<file path="config.mk">
export PLATFORM = sky130hd
export DESIGN_NAME = dmem_arbiter_flat
export DESIGN_NICKNAME = d
export VERILOG_FILES = /design/src/rtl/dmem_arbiter_if.sv /design/src/rtl/dmem_arbiter.sv /design/src/flat_wrapper.sv
export SDC_FILE = /design/constraint.sdc
export NUM_CORES = 1
export LEC_CHECK = 0
export BUFFER_PORTS_ARGS = -buffer_cell sky130_fd_sc_hd__buf_2
export CAP_MARGIN = 0
export CORE_AREA = 2 2 230 232
export CTS_CLUSTER_DIAMETER = 60
export DETAILED_ROUTE_END_ITERATION = 10
export DIE_AREA = 0 0 232 234
export PLACE_DENSITY = 0.42
export SYNTH_ARGS = -nofsm -noshare
export SYNTH_HDL_FRONTEND = slang
export SYNTH_SLANG_ARGS = --single-unit
</file>
<file path="constraint.sdc">
create_clock -name clk -period 2.06 [get_ports clk]
set_input_delay 0.103 -clock clk [delete_from_list [all_inputs] [get_ports clk]]
set_output_delay 0.103 -clock clk [all_outputs]
set_load 0.05 [all_outputs]
</file>
<file path="src/rtl/dmem_arbiter_if.sv">
// Bus bundle for the data-memory arbiter: pipeline port, debug port,
// memory command/response port, plus the stall and error indications.
interface dmem_arbiter_if #(
  parameter int DATA_W = 64,
  parameter int ADDR_W = 64
);
  logic              p_req;
  logic              p_we;
  logic [ADDR_W-1:0] p_addr;
  logic [DATA_W-1:0] p_wdata;
  logic              p_ack;
  logic [DATA_W-1:0] p_rdata;
  logic              pipe_stall;

  logic              d_req;
  logic              d_we;
  logic [ADDR_W-1:0] d_addr;
  logic [DATA_W-1:0] d_wdata;
  logic              d_ack;
  logic [DATA_W-1:0] d_rdata;

  logic              m_valid;
  logic              m_we;
  logic [ADDR_W-1:0] m_addr;
  logic [DATA_W-1:0] m_wdata;
  logic              m_done;
  logic [DATA_W-1:0] m_rdata;

  logic              err;

  // Arbiter side: serves the requesters, commands the memory
  modport slave (
    input  p_req, p_we, p_addr, p_wdata,
    output p_ack, p_rdata, pipe_stall,
    input  d_req, d_we, d_addr, d_wdata,
    output d_ack, d_rdata,
    output m_valid, m_we, m_addr, m_wdata,
    input  m_done, m_rdata,
    output err
  );

  // Environment side: requesters and memory model
  modport master (
    output p_req, p_we, p_addr, p_wdata,
    input  p_ack, p_rdata, pipe_stall,
    output d_req, d_we, d_addr, d_wdata,
    input  d_ack, d_rdata,
    input  m_valid, m_we, m_addr, m_wdata,
    output m_done, m_rdata,
    input  err
  );
endinterface

</file>
<file path="src/rtl/dmem_arbiter.sv">
// Data-memory arbiter/sequencer. Shares one multi-cycle memory between the
// pipeline MEM stage and a debug/loader port, with anti-starvation for debug,
// a BUSY timeout that aborts hung accesses, and the pipeline stall output.
module dmem_arbiter #(
  parameter int DATA_W     = 64,
  parameter int ADDR_W     = 64,
  parameter int STARVE_MAX = 4,
  parameter int TIMEOUT    = 16
) (
  input  logic          clk,
  input  logic          rst_n,
  dmem_arbiter_if.slave bus
);

  localparam int STARVE_W = $clog2(STARVE_MAX + 1);
  localparam int TCNT_W   = (TIMEOUT > 1) ? $clog2(TIMEOUT) : 1;
  localparam logic [STARVE_W-1:0] STARVE_LIM = STARVE_W'(STARVE_MAX);
  localparam logic [TCNT_W-1:0]   TCNT_LIM   = TCNT_W'(TIMEOUT - 1);

  typedef enum logic [1:0] {
    IDLE   = 2'd0,
    BUSY_P = 2'd1,
    BUSY_D = 2'd2,
    RESP   = 2'd3
  } state_t;

  state_t r_state;
  state_t w_next_state;

  logic                r_m_valid;
  logic                r_m_we;
  logic [ADDR_W-1:0]   r_m_addr;
  logic [DATA_W-1:0]   r_m_wdata;
  logic [DATA_W-1:0]   r_p_rdata;
  logic [DATA_W-1:0]   r_d_rdata;
  logic                r_p_ack;
  logic                r_d_ack;
  logic                r_err;
  logic [STARVE_W-1:0] r_starve;
  logic [TCNT_W-1:0]   r_tcnt;

  logic w_p_cand;
  logic w_d_cand;
  logic w_grant_p;
  logic w_grant_d;
  logic w_done;
  logic w_timeout;
  logic w_busy;

  assign w_busy = (r_state == BUSY_P) || (r_state == BUSY_D);

  // Next-state and grant/completion decode; a requester being acked this cycle is not eligible
  always_comb begin
    w_next_state = r_state;
    w_grant_p    = 1'b0;
    w_grant_d    = 1'b0;
    w_done       = 1'b0;
    w_timeout    = 1'b0;
    w_p_cand     = bus.p_req & ~r_p_ack;
    w_d_cand     = bus.d_req & ~r_d_ack;
    case (r_state)
      IDLE: begin
        if (w_d_cand && ((r_starve == STARVE_LIM) || !w_p_cand)) begin
          w_grant_d    = 1'b1;
          w_next_state = BUSY_D;
        end else if (w_p_cand) begin
          w_grant_p    = 1'b1;
          w_next_state = BUSY_P;
        end
      end
      BUSY_P, BUSY_D: begin
        if (bus.m_done) begin
          w_done       = 1'b1;
          w_next_state = RESP;
        end else if (r_tcnt == TCNT_LIM) begin
          w_timeout    = 1'b1;
          w_next_state = RESP;
        end
      end
      RESP: begin
        w_next_state = IDLE;
      end
      default: begin
        w_next_state = IDLE;
      end
    endcase
  end

  // State register
  always_ff @(posedge clk or negedge rst_n) begin
    if (!rst_n) begin
      r_state <= IDLE;
    end else begin
      r_state <= w_next_state;
    end
  end

  // Memory command latch, response capture, ack/err pulses and the counters
  always_ff @(posedge clk or negedge rst_n) begin
    if (!rst_n) begin
      r_m_valid <= 1'b0;
      r_m_we    <= 1'b0;
      r_m_addr  <= '0;
      r_m_wdata <= '0;
      r_p_rdata <= '0;
      r_d_rdata <= '0;
      r_p_ack   <= 1'b0;
      r_d_ack   <= 1'b0;
      r_err     <= 1'b0;
      r_starve  <= '0;
      r_tcnt    <= '0;
    end else begin
      r_p_ack <= 1'b0;
      r_d_ack <= 1'b0;
      r_err   <= 1'b0;

      if (w_grant_p || w_grant_d) begin
        r_m_valid <= 1'b1;
        r_m_we    <= w_grant_d ? bus.d_we    : bus.p_we;
        r_m_addr  <= w_grant_d ? bus.d_addr  : bus.p_addr;
        r_m_wdata <= w_grant_d ? bus.d_wdata : bus.p_wdata;
        r_tcnt    <= '0;
      end

      if (r_state == IDLE) begin
        if (w_grant_d || !bus.d_req) begin
          r_starve <= '0;
        end else if (w_grant_p && (r_starve != STARVE_LIM)) begin
          r_starve <= r_starve + 1'b1;
        end
      end

      if (w_done) begin
        r_m_valid <= 1'b0;
        if (r_state == BUSY_D) begin
          r_d_rdata <= bus.m_rdata;
          r_d_ack   <= 1'b1;
        end else begin
          r_p_rdata <= bus.m_rdata;
          r_p_ack   <= 1'b1;
        end
      end else if (w_timeout) begin
        r_m_valid <= 1'b0;
        r_err     <= 1'b1;
        if (r_state == BUSY_D) begin
          r_d_rdata <= '0;
          r_d_ack   <= 1'b1;
        end else begin
          r_p_rdata <= '0;
          r_p_ack   <= 1'b1;
        end
      end else if (w_busy) begin
        r_tcnt <= r_tcnt + 1'b1;
      end
    end
  end

  assign bus.m_valid    = r_m_valid;
  assign bus.m_we       = r_m_we;
  assign bus.m_addr     = r_m_addr;
  assign bus.m_wdata    = r_m_wdata;
  assign bus.p_ack      = r_p_ack;
  assign bus.p_rdata    = r_p_rdata;
  assign bus.d_ack      = r_d_ack;
  assign bus.d_rdata    = r_d_rdata;
  assign bus.err        = r_err;
  assign bus.pipe_stall = bus.p_req & ~r_p_ack;

endmodule

</file>
<file path="src/flat_wrapper.sv">
// flat-port wrapper written by rule: the top's interface ports become plain ports
module dmem_arbiter_flat 
#(
  parameter int DATA_W     = 64,
  parameter int ADDR_W     = 64,
  parameter int STARVE_MAX = 4,
  parameter int TIMEOUT    = 16
)
  (clk, rst_n, bus_p_req, bus_p_we, bus_p_addr, bus_p_wdata, bus_p_ack, bus_p_rdata, bus_pipe_stall, bus_d_req, bus_d_we, bus_d_addr, bus_d_wdata, bus_d_ack, bus_d_rdata, bus_m_valid, bus_m_we, bus_m_addr, bus_m_wdata, bus_m_done, bus_m_rdata, bus_err);
  dmem_arbiter_if #(.DATA_W(DATA_W), .ADDR_W(ADDR_W)) bus_i ();
  input  logic clk;
  input  logic rst_n;
  input wire logic [$bits(bus_i.p_req)-1:0] bus_p_req;
  input wire logic [$bits(bus_i.p_we)-1:0] bus_p_we;
  input wire logic [$bits(bus_i.p_addr)-1:0] bus_p_addr;
  input wire logic [$bits(bus_i.p_wdata)-1:0] bus_p_wdata;
  output wire logic [$bits(bus_i.p_ack)-1:0] bus_p_ack;
  output wire logic [$bits(bus_i.p_rdata)-1:0] bus_p_rdata;
  output wire logic [$bits(bus_i.pipe_stall)-1:0] bus_pipe_stall;
  input wire logic [$bits(bus_i.d_req)-1:0] bus_d_req;
  input wire logic [$bits(bus_i.d_we)-1:0] bus_d_we;
  input wire logic [$bits(bus_i.d_addr)-1:0] bus_d_addr;
  input wire logic [$bits(bus_i.d_wdata)-1:0] bus_d_wdata;
  output wire logic [$bits(bus_i.d_ack)-1:0] bus_d_ack;
  output wire logic [$bits(bus_i.d_rdata)-1:0] bus_d_rdata;
  output wire logic [$bits(bus_i.m_valid)-1:0] bus_m_valid;
  output wire logic [$bits(bus_i.m_we)-1:0] bus_m_we;
  output wire logic [$bits(bus_i.m_addr)-1:0] bus_m_addr;
  output wire logic [$bits(bus_i.m_wdata)-1:0] bus_m_wdata;
  input wire logic [$bits(bus_i.m_done)-1:0] bus_m_done;
  input wire logic [$bits(bus_i.m_rdata)-1:0] bus_m_rdata;
  output wire logic [$bits(bus_i.err)-1:0] bus_err;
  assign bus_i.p_req = bus_p_req;
  assign bus_i.p_we = bus_p_we;
  assign bus_i.p_addr = bus_p_addr;
  assign bus_i.p_wdata = bus_p_wdata;
  assign bus_p_ack = bus_i.p_ack;
  assign bus_p_rdata = bus_i.p_rdata;
  assign bus_pipe_stall = bus_i.pipe_stall;
  assign bus_i.d_req = bus_d_req;
  assign bus_i.d_we = bus_d_we;
  assign bus_i.d_addr = bus_d_addr;
  assign bus_i.d_wdata = bus_d_wdata;
  assign bus_d_ack = bus_i.d_ack;
  assign bus_d_rdata = bus_i.d_rdata;
  assign bus_m_valid = bus_i.m_valid;
  assign bus_m_we = bus_i.m_we;
  assign bus_m_addr = bus_i.m_addr;
  assign bus_m_wdata = bus_i.m_wdata;
  assign bus_i.m_done = bus_m_done;
  assign bus_i.m_rdata = bus_m_rdata;
  assign bus_err = bus_i.err;
  dmem_arbiter #(.DATA_W(DATA_W), .ADDR_W(ADDR_W), .STARVE_MAX(STARVE_MAX), .TIMEOUT(TIMEOUT)) u_core (.clk(clk), .rst_n(rst_n), .bus(bus_i));
endmodule
</file>
* Yosys cells after proc, flatten, opt, wreduce, memory -nomap -nowiden
Index checks and enable logic that the tools add are counted.
Word-level totals: logic and storage cells 90, output and inout port bits 262, register bits 270
Operators by class: equality and inequality tests 12, multiplexer cells 43, bitwise logic cells 4, $add $sub $neg 2, reductions and logical operators 17
Operators with widths (number):
- 64-bit 2-to-1 mux | 10
- 1-bit 2-to-1 mux | 22
- 4-bit 2-to-1 mux | 4
- 2-bit 2-to-1 mux | 4
- 2-bit != test, second input constant | 4
- 3-bit 2-to-1 mux | 2
- 3-bit by 2-bit != test with 1-bit output, second input constant | 2
- 2-bit case mux with 3 select lines | 1
- 3-bit AND reduction | 2
- 4-bit by 1-bit adder with 4-bit output, second input constant | 1
- 2-bit equality test, second input constant | 2
- 4-bit equality test, second input constant | 1
- 1-bit logical OR | 4
- 2-bit AND reduction | 2
- 2-bit nonzero test | 2
- 3-bit by 1-bit adder with 3-bit output, second input constant | 1
- 3-bit equality test, second input constant | 1
- 3-bit != test, second input constant | 1
- 3-bit nonzero test | 1
- 1-bit bitwise AND | 2
- 2-bit by 1-bit equality test with 1-bit output, second input constant | 1
- 1-bit logical AND | 2
- 1-bit zero test | 2
- 2-bit zero test | 1
- other kinds (2) | 3

* Depth between registers and ports, before layout
depth after elaboration 12, mapped depth 8, gate-level depth less buffers 6

* Least setup slack after synthesis
No wires, ideal clock.
kind register to register, from reg u_core.r_p_ack (netlist: u_core.bus.p_ack), to reg u_core.r_m_addr[45] (netlist: u_core.bus.m_addr[45]), library setup time 132 ps, arrival 1779 ps, slack 149 ps, stages on the path, launching flop included 7, period minus slack after synthesis 1911 ps, path through dfrtp_1 -> nand2b_2 -> inv_2 -> o21ai_4 -> buf_6 -> clkbuf_1 -> o21ai_1
Between the ends: word-level cells in the longest chain between the ends 8
Ends and longest elaborated chain:
- from (decl) | RTL line dmem_arbiter.sv:36 | logic r_p_ack;
- from (signal assigned) | RTL line dmem_arbiter.sv:107 | r_p_ack <= 1'b0;
- from (signal assigned) | RTL line dmem_arbiter.sv:113 | r_p_ack <= 1'b0;
- from (signal assigned) | RTL line dmem_arbiter.sv:140 | r_p_ack <= 1'b1;
- 1-bit inverter *
- 1-bit bitwise AND *
- via bus_pipe_stall | RTL line flat_wrapper.sv:19 | output wire logic [$bits(bus_i.pipe_stall)-1:0] bus_pipe_stall;
- 1-bit zero test | RTL line dmem_arbiter.sv:63 | if (w_d_cand && ((r_starve == STARVE_LIM) || !w_p_cand)) begin
- 1-bit logical OR | RTL line dmem_arbiter.sv:63
- 1-bit logical AND | RTL line dmem_arbiter.sv:63
- 1-bit 2-to-1 mux | RTL line dmem_arbiter.sv:63
- 1-bit 2-to-1 mux | RTL line dmem_arbiter.sv:61 | case (r_state)
- 64-bit 2-to-1 mux or 1-bit logical OR (tied branches) | RTL line dmem_arbiter.sv:120, dmem_arbiter.sv:117
- to (signal assigned) | RTL line dmem_arbiter.sv:120 | r_m_addr <= w_grant_d ? bus.d_addr : bus.p_addr;
- to (decl) | RTL line dmem_arbiter.sv:32 | logic [ADDR_W-1:0] r_m_addr;
Mark *: on every way through the listed nets, which the timed path passes. The rest lies on a longest branch. A chain may end at the register's enable or synchronous reset.

* Final worst setup path
from reg u_core.r_starve[0], to reg u_core.r_m_wdata[31] (netlist: u_core.bus.m_wdata[31])
Between the ends: word-level cells in the longest chain between the ends 6
Ends and longest elaborated chain:
- from (decl) | RTL line dmem_arbiter.sv:39 | logic [STARVE_W-1:0] r_starve;
- from (signal assigned) | RTL line dmem_arbiter.sv:129 | r_starve <= r_starve + 1'b1;
- 3-bit equality test * | RTL line dmem_arbiter.sv:63
- 1-bit logical OR * | RTL line dmem_arbiter.sv:63
- 1-bit logical AND * | RTL line dmem_arbiter.sv:63
- 1-bit 2-to-1 mux | RTL line dmem_arbiter.sv:63
- 1-bit 2-to-1 mux | RTL line dmem_arbiter.sv:61
- 64-bit 2-to-1 mux or 1-bit logical OR (tied branches) | RTL line dmem_arbiter.sv:121, dmem_arbiter.sv:117
- to (signal assigned) | RTL line dmem_arbiter.sv:121 | r_m_wdata <= w_grant_d ? bus.d_wdata : bus.p_wdata;
- to (decl) | RTL line dmem_arbiter.sv:33 | logic [DATA_W-1:0] r_m_wdata;
Every way passes the cells marked *; elsewhere a longest branch is shown, timed or not.

==> impl_summary.md <==
Status
The run finished with clean final reports.

Cells and area
The finished cells cover roughly 19000 µm². The net count of the finished layout is around 2200. The area growth from synthesis to layout is 80.1%. The share of layout cells above drive strength 1 is between 30% and 40%. The fill cell total of the finished layout is 5233.

Power and ir drop
The internal power of the cells totals between 15000 and 20000 µW. Per report_power, the combinational group accounts for 54.6% of the total. The maximum vdd ir drop is between 1 and 1.5 mV. The sum of internal, switching and leakage power is approximately 34000 µW. The clock network burns between 10% and 20% of the power. The leakage power figure is 0.00947 µW.

Of the total power, the share spent switching nets is between 50% and 60%. Per report_power, the sequential group accounts for 27.3% of the total. The switching power is around 17000 µW. The power density over cell area is between 1500 and 2000 nW/µm².

Placed design
The detailed-placement wirelength estimate is 32.4 mm. Input and output buffers added on the ports amount to slightly below 600. After detailed placement, the total cell area comes to 14700 µm². Routability-driven placement finished with a final weighted congestion of approximately 0.83. Prior to clock tree synthesis, the placed netlist has a worst setup slack of between 0.06 and 0.07 ns.

Die
Measured along the y axis, the die boundary spans around 230 µm. The placement row count is 84. The count of pins on the block boundary is slightly below 600.

The floorplan step defined a die boundary enclosing around 54000 µm². From left edge to right edge, the die measures between 200 and 250 µm. The starting density of the core is approximately a fifth. After floorplanning, the core was sized to cover 52000 µm².

STA
The transition time at the pin with the least slew margin is ~0.55 ns. The timing-limited maximum frequency is 512 MHz. Of the available clock period, the critical path in the final layout requires between 90% and 100%. The number of pins exceeding their max-slew limit in the final report came to 0.

Once routing completed, OpenROAD measured the worst setup slack at around 0.11 ns. Measured against its own limit, the worst slew margin works out to ~63%. The total negative slack for setup checks is 0 ns. The hold violation count in the final report is 0. The final hold slack is 0.121 ns. Setup repair after global routing left no endpoint under its margin. The clock arrives with approximately 0.027 ns of skew. The final period demand of the worst path is around 2.0 ns. The final number of setup-violating endpoints is 0.

Synthesis
Of the post-synthesis cell area, the dominant cell type holds a little over three fifths. The most frequently used flop master after synthesis is sky130_fd_sc_hd__dfrtp_1. The number of warnings printed during yosys synthesis is 0. The post-synthesis instance area is ~11000 µm². By count the netlist is led by sky130_fd_sc_hd__dfrtp_1, sky130_fd_sc_hd__nand2_1, sky130_fd_sc_hd__o22ai_1. Sorting the synthesized cells by area gives the leading types as sky130_fd_sc_hd__dfrtp_1, sky130_fd_sc_hd__a22o_1, sky130_fd_sc_hd__o22ai_1, sky130_fd_sc_hd__o21ai_1, sky130_fd_sc_hd__nand2_1. The most common cell in the synthesized netlist is sky130_fd_sc_hd__dfrtp_1.

The largest area contributor in the synthesized netlist is sky130_fd_sc_hd__dfrtp_1. The synthesized instance count is between 900 and 1000. The post-synthesis async set-or-reset flop share is 100%.

Of the synthesized area, sequential elements account for 63.3%. The post-synthesis average cell area is 11.4 µm². The post-synth net total is between 1000 and 1500. The count of distinct cell types in the synthesized netlist is 38. Counting flops with a built-in enable in the synthesized netlist gives 0. The count of state elements after synthesis is 270.

Route
In this run the remaining antenna-violating nets after routing total 0. The total DRC errors in the routed layout is 0. The via count normalized by instance count is ~4.4. Dividing the detail-routed wire length by the instance count gives about 18 µm.

The violation count after the first detailed-routing iteration is approximately 490. The overall routed net length is roughly 47 mm. Before antenna repair, the detailed router went through 5 iterations. Across all layers, the routed design uses between 10000 and 15000 vias.

Worst setup path
The sum of buffers and inverters on the critical path is 3. The arrival time at the worst endpoint is approximately 2.4 ns. STA classifies the critical path startpoint as a register. The critical path goes through inv_1 -> ha_1 -> and2_1 -> o211a_4 -> buf_12 -> buf_4 -> o22ai_1 -> o21ai_1. The slowest cell on the critical path is sky130_fd_sc_hd__dfrtp_1. The setup path with the least slack is of type register to register.

In this design, the largest share of critical-path delay is due to compound AO/OA/AOI/OAI gates. The biggest cell delay along the critical path is 0.38 ns. The maximum fanout count along the critical path is 12. In this run the register-to-register setup slack is 0.11 ns. Data on the critical path is required at its endpoint by 2.46 ns. The worst setup path is captured at a register.

CTS
TritonCTS built the clock tree. The number of clock buffers added by TritonCTS is 37. The clock passes through at most 3 buffers. After clock tree synthesis, the clock-pin slew on the worst setup and hold paths is about 0.060 ns. The later pin in the worst-skew pair is clocked with a latency of between 0.5 and 0.6 ns. CTS built an H-tree with a depth of 2. The buffer cell driving the clock tree root is sky130_fd_sc_hd__clkbuf_16. The total number of clock tree sinks is 270.

Job
The tool flagged a number of max-cap violations equal to 0.

Global routing
The pin count of the biggest net entering global routing is between 80 and 90. For this run the aggregate overflow at the end of global routing stands at 0. The first global-routing pass estimated 68.4 mm of wire. The total routing resource utilization after global routing is ~16%. The initial antenna violation count was 5. The via count of the first global-routing pass is approximately 12000.

Min path
The path class of the tightest hold or removal check is input port to asynchronous set/reset pin.
[power by group through the flow]
stage          Combinational, µW  Clock (µW)  Sequential, µW
3_5_place_dp               18000           0            9190
2_1_floorplan               4570           0           17400
3_3_place_gp               17900           0            9230
4_1_cts                    18400        6330            9230
6_report                   18400        6090            9230
5_1_grt                    19600        6560            9530
[worst reg2reg max path: cells and delay by family, from the launching register on]
family | cells | cell delay (ns)
compound gates | 3 | 0.64
flops | 1 | 0.38
simple gates | 1 | 0.21
fa+ha+maj | 1 | 0.19
buf+inv | 3 | 0.41
[what timing repair did]
item	4_1_cts	5_1_grt
buffers inserted	0	5
hold endpoints to repair	460	0
hold buffers	325	0
endpoints found under the setup margin	0	82
resized for setup	0	2
[kinds of logic (layout without fill, tap and decap cells)]
kind of cell / count (synthesis) / in the layout / share of synthesized area, %
and+or+nand+nor: 162 / 162 / 6.22
muxes: 1 / 1 / 0.0938
other: 0 / 3 / 0
adders and majority gates: 5 / 5 / 0.586
buffers and inverters: 91 / 1040 / 4.21
DFF: 270 / 270 / 63.3
AOI/OAI and AO/OA: 406 / 406 / 25.6
[stage by stage]
| step | utilization [%] | std cells |
|---|---|---|
| 5_1_grt | 37.0 | 2575 |
| 2_1_floorplan | - | 935 |
| 4_1_cts | 36.7 | 2565 |
| 3_5_place_dp | 28.2 | 2175 |
| 3_3_place_gp | 28.2 | 2175 |
| 6_report | 37.0 | 2575 |
[cell type report]
| class | instances | area [µm²] | share of cell area (%) |
|---|---|---|---|
| Timing Repair Buffer | 968 | 6920 | 36.0 |
| Sequential cell | 270 | 6760 | 35.1 |
| Multi-Input combinational cell | 574 | 3490 | 18.2 |
| Clock buffer | 53 | 1080 | 5.61 |
| Tap cell | 688 | 861 | 4.48 |
| Clock inverter | 12 | 86.3 | 0.449 |
| Inverter | 7 | 26.3 | 0.137 |
| Antenna cell | 3 | 7.51 | 0.0390 |
[path summary, 6_finish.rpt]
kind,endpoint,startpoint,cells past startpoint
min reg2reg,u_core.bus.m_wdata[48]$_DFFE_PN0P_,u_core.bus.m_wdata[48]$_DFFE_PN0P_,2
min,u_core.bus.d_rdata[46]$_DFFE_PN0P_,rst_n,2
max,u_core.bus.m_wdata[31]$_DFFE_PN0P_,u_core.r_starve[0]$_DFFE_PN0P_,8
max reg2reg,u_core.bus.m_wdata[31]$_DFFE_PN0P_,u_core.r_starve[0]$_DFFE_PN0P_,8
max in group asynchronous,u_core.bus.m_addr[58]$_DFFE_PN0P_,rst_n,3
min in group clk,u_core.bus.m_valid$_DFFE_PN0P_,bus_p_req,5
[cell usage in the layout, fill, tap and decap left out, types with 3 or more instances in the layout]
cell type / netlist / final
sky130_fd_sc_hd__dfrtp_1: 270 / 270
sky130_fd_sc_hd__buf_12: 0 / 19
sky130_fd_sc_hd__o21ai_1: 111 / 110
sky130_fd_sc_hd__buf_2: 50 / 587
sky130_fd_sc_hd__inv_6: 0 / 4
sky130_fd_sc_hd__clkinvlp_4: 0 / 3
sky130_fd_sc_hd__dlygate4sd3_1: 0 / 325
sky130_fd_sc_hd__inv_1: 6 / 6
sky130_fd_sc_hd__a22o_1: 129 / 129
sky130_fd_sc_hd__ha_1: 5 / 5
sky130_fd_sc_hd__clkbuf_16: 0 / 41
sky130_fd_sc_hd__nor2_1: 7 / 6
sky130_fd_sc_hd__buf_4: 4 / 32
sky130_fd_sc_hd__clkbuf_1: 26 / 9
sky130_fd_sc_hd__o21ai_0: 23 / 23
sky130_fd_sc_hd__clkbuf_8: 0 / 5
sky130_fd_sc_hd__o22ai_1: 130 / 130
sky130_fd_sc_hd__nand2b_1: 5 / 4
sky130_fd_sc_hd__nand2_1: 134 / 133
sky130_fd_sc_hd__diode_2: 0 / 3
sky130_fd_sc_hd__nand3_1: 4 / 4
sky130_fd_sc_hd__clkinv_2: 0 / 4
[flip-flops by register name, summed over array words and instances, names as in the netlist]
signal              flops
u_core.bus.d_ack        1
u_core.bus.d_rdata     64
u_core.bus.err          1
u_core.bus.m_addr      64
u_core.bus.m_valid      1
u_core.bus.m_wdata     64
u_core.bus.m_we         1
u_core.bus.p_ack        1
u_core.bus.p_rdata     64
u_core.r_starve         3
u_core.r_state          2
u_core.r_tcnt           4
[metal layers]
layer | GRT usage [%] | vias up | part of all wire (%)
li1 | - | 5330 | -
met1 | 19.1 | 5378 | 40
met2 | 28.5 | 458 | 49
met3 | 5.50 | 65 | 8.5
met4 | 4.23 | 0 | 1.9
met5 | 0 | - | 0
(Power assumes the default switching activity.)
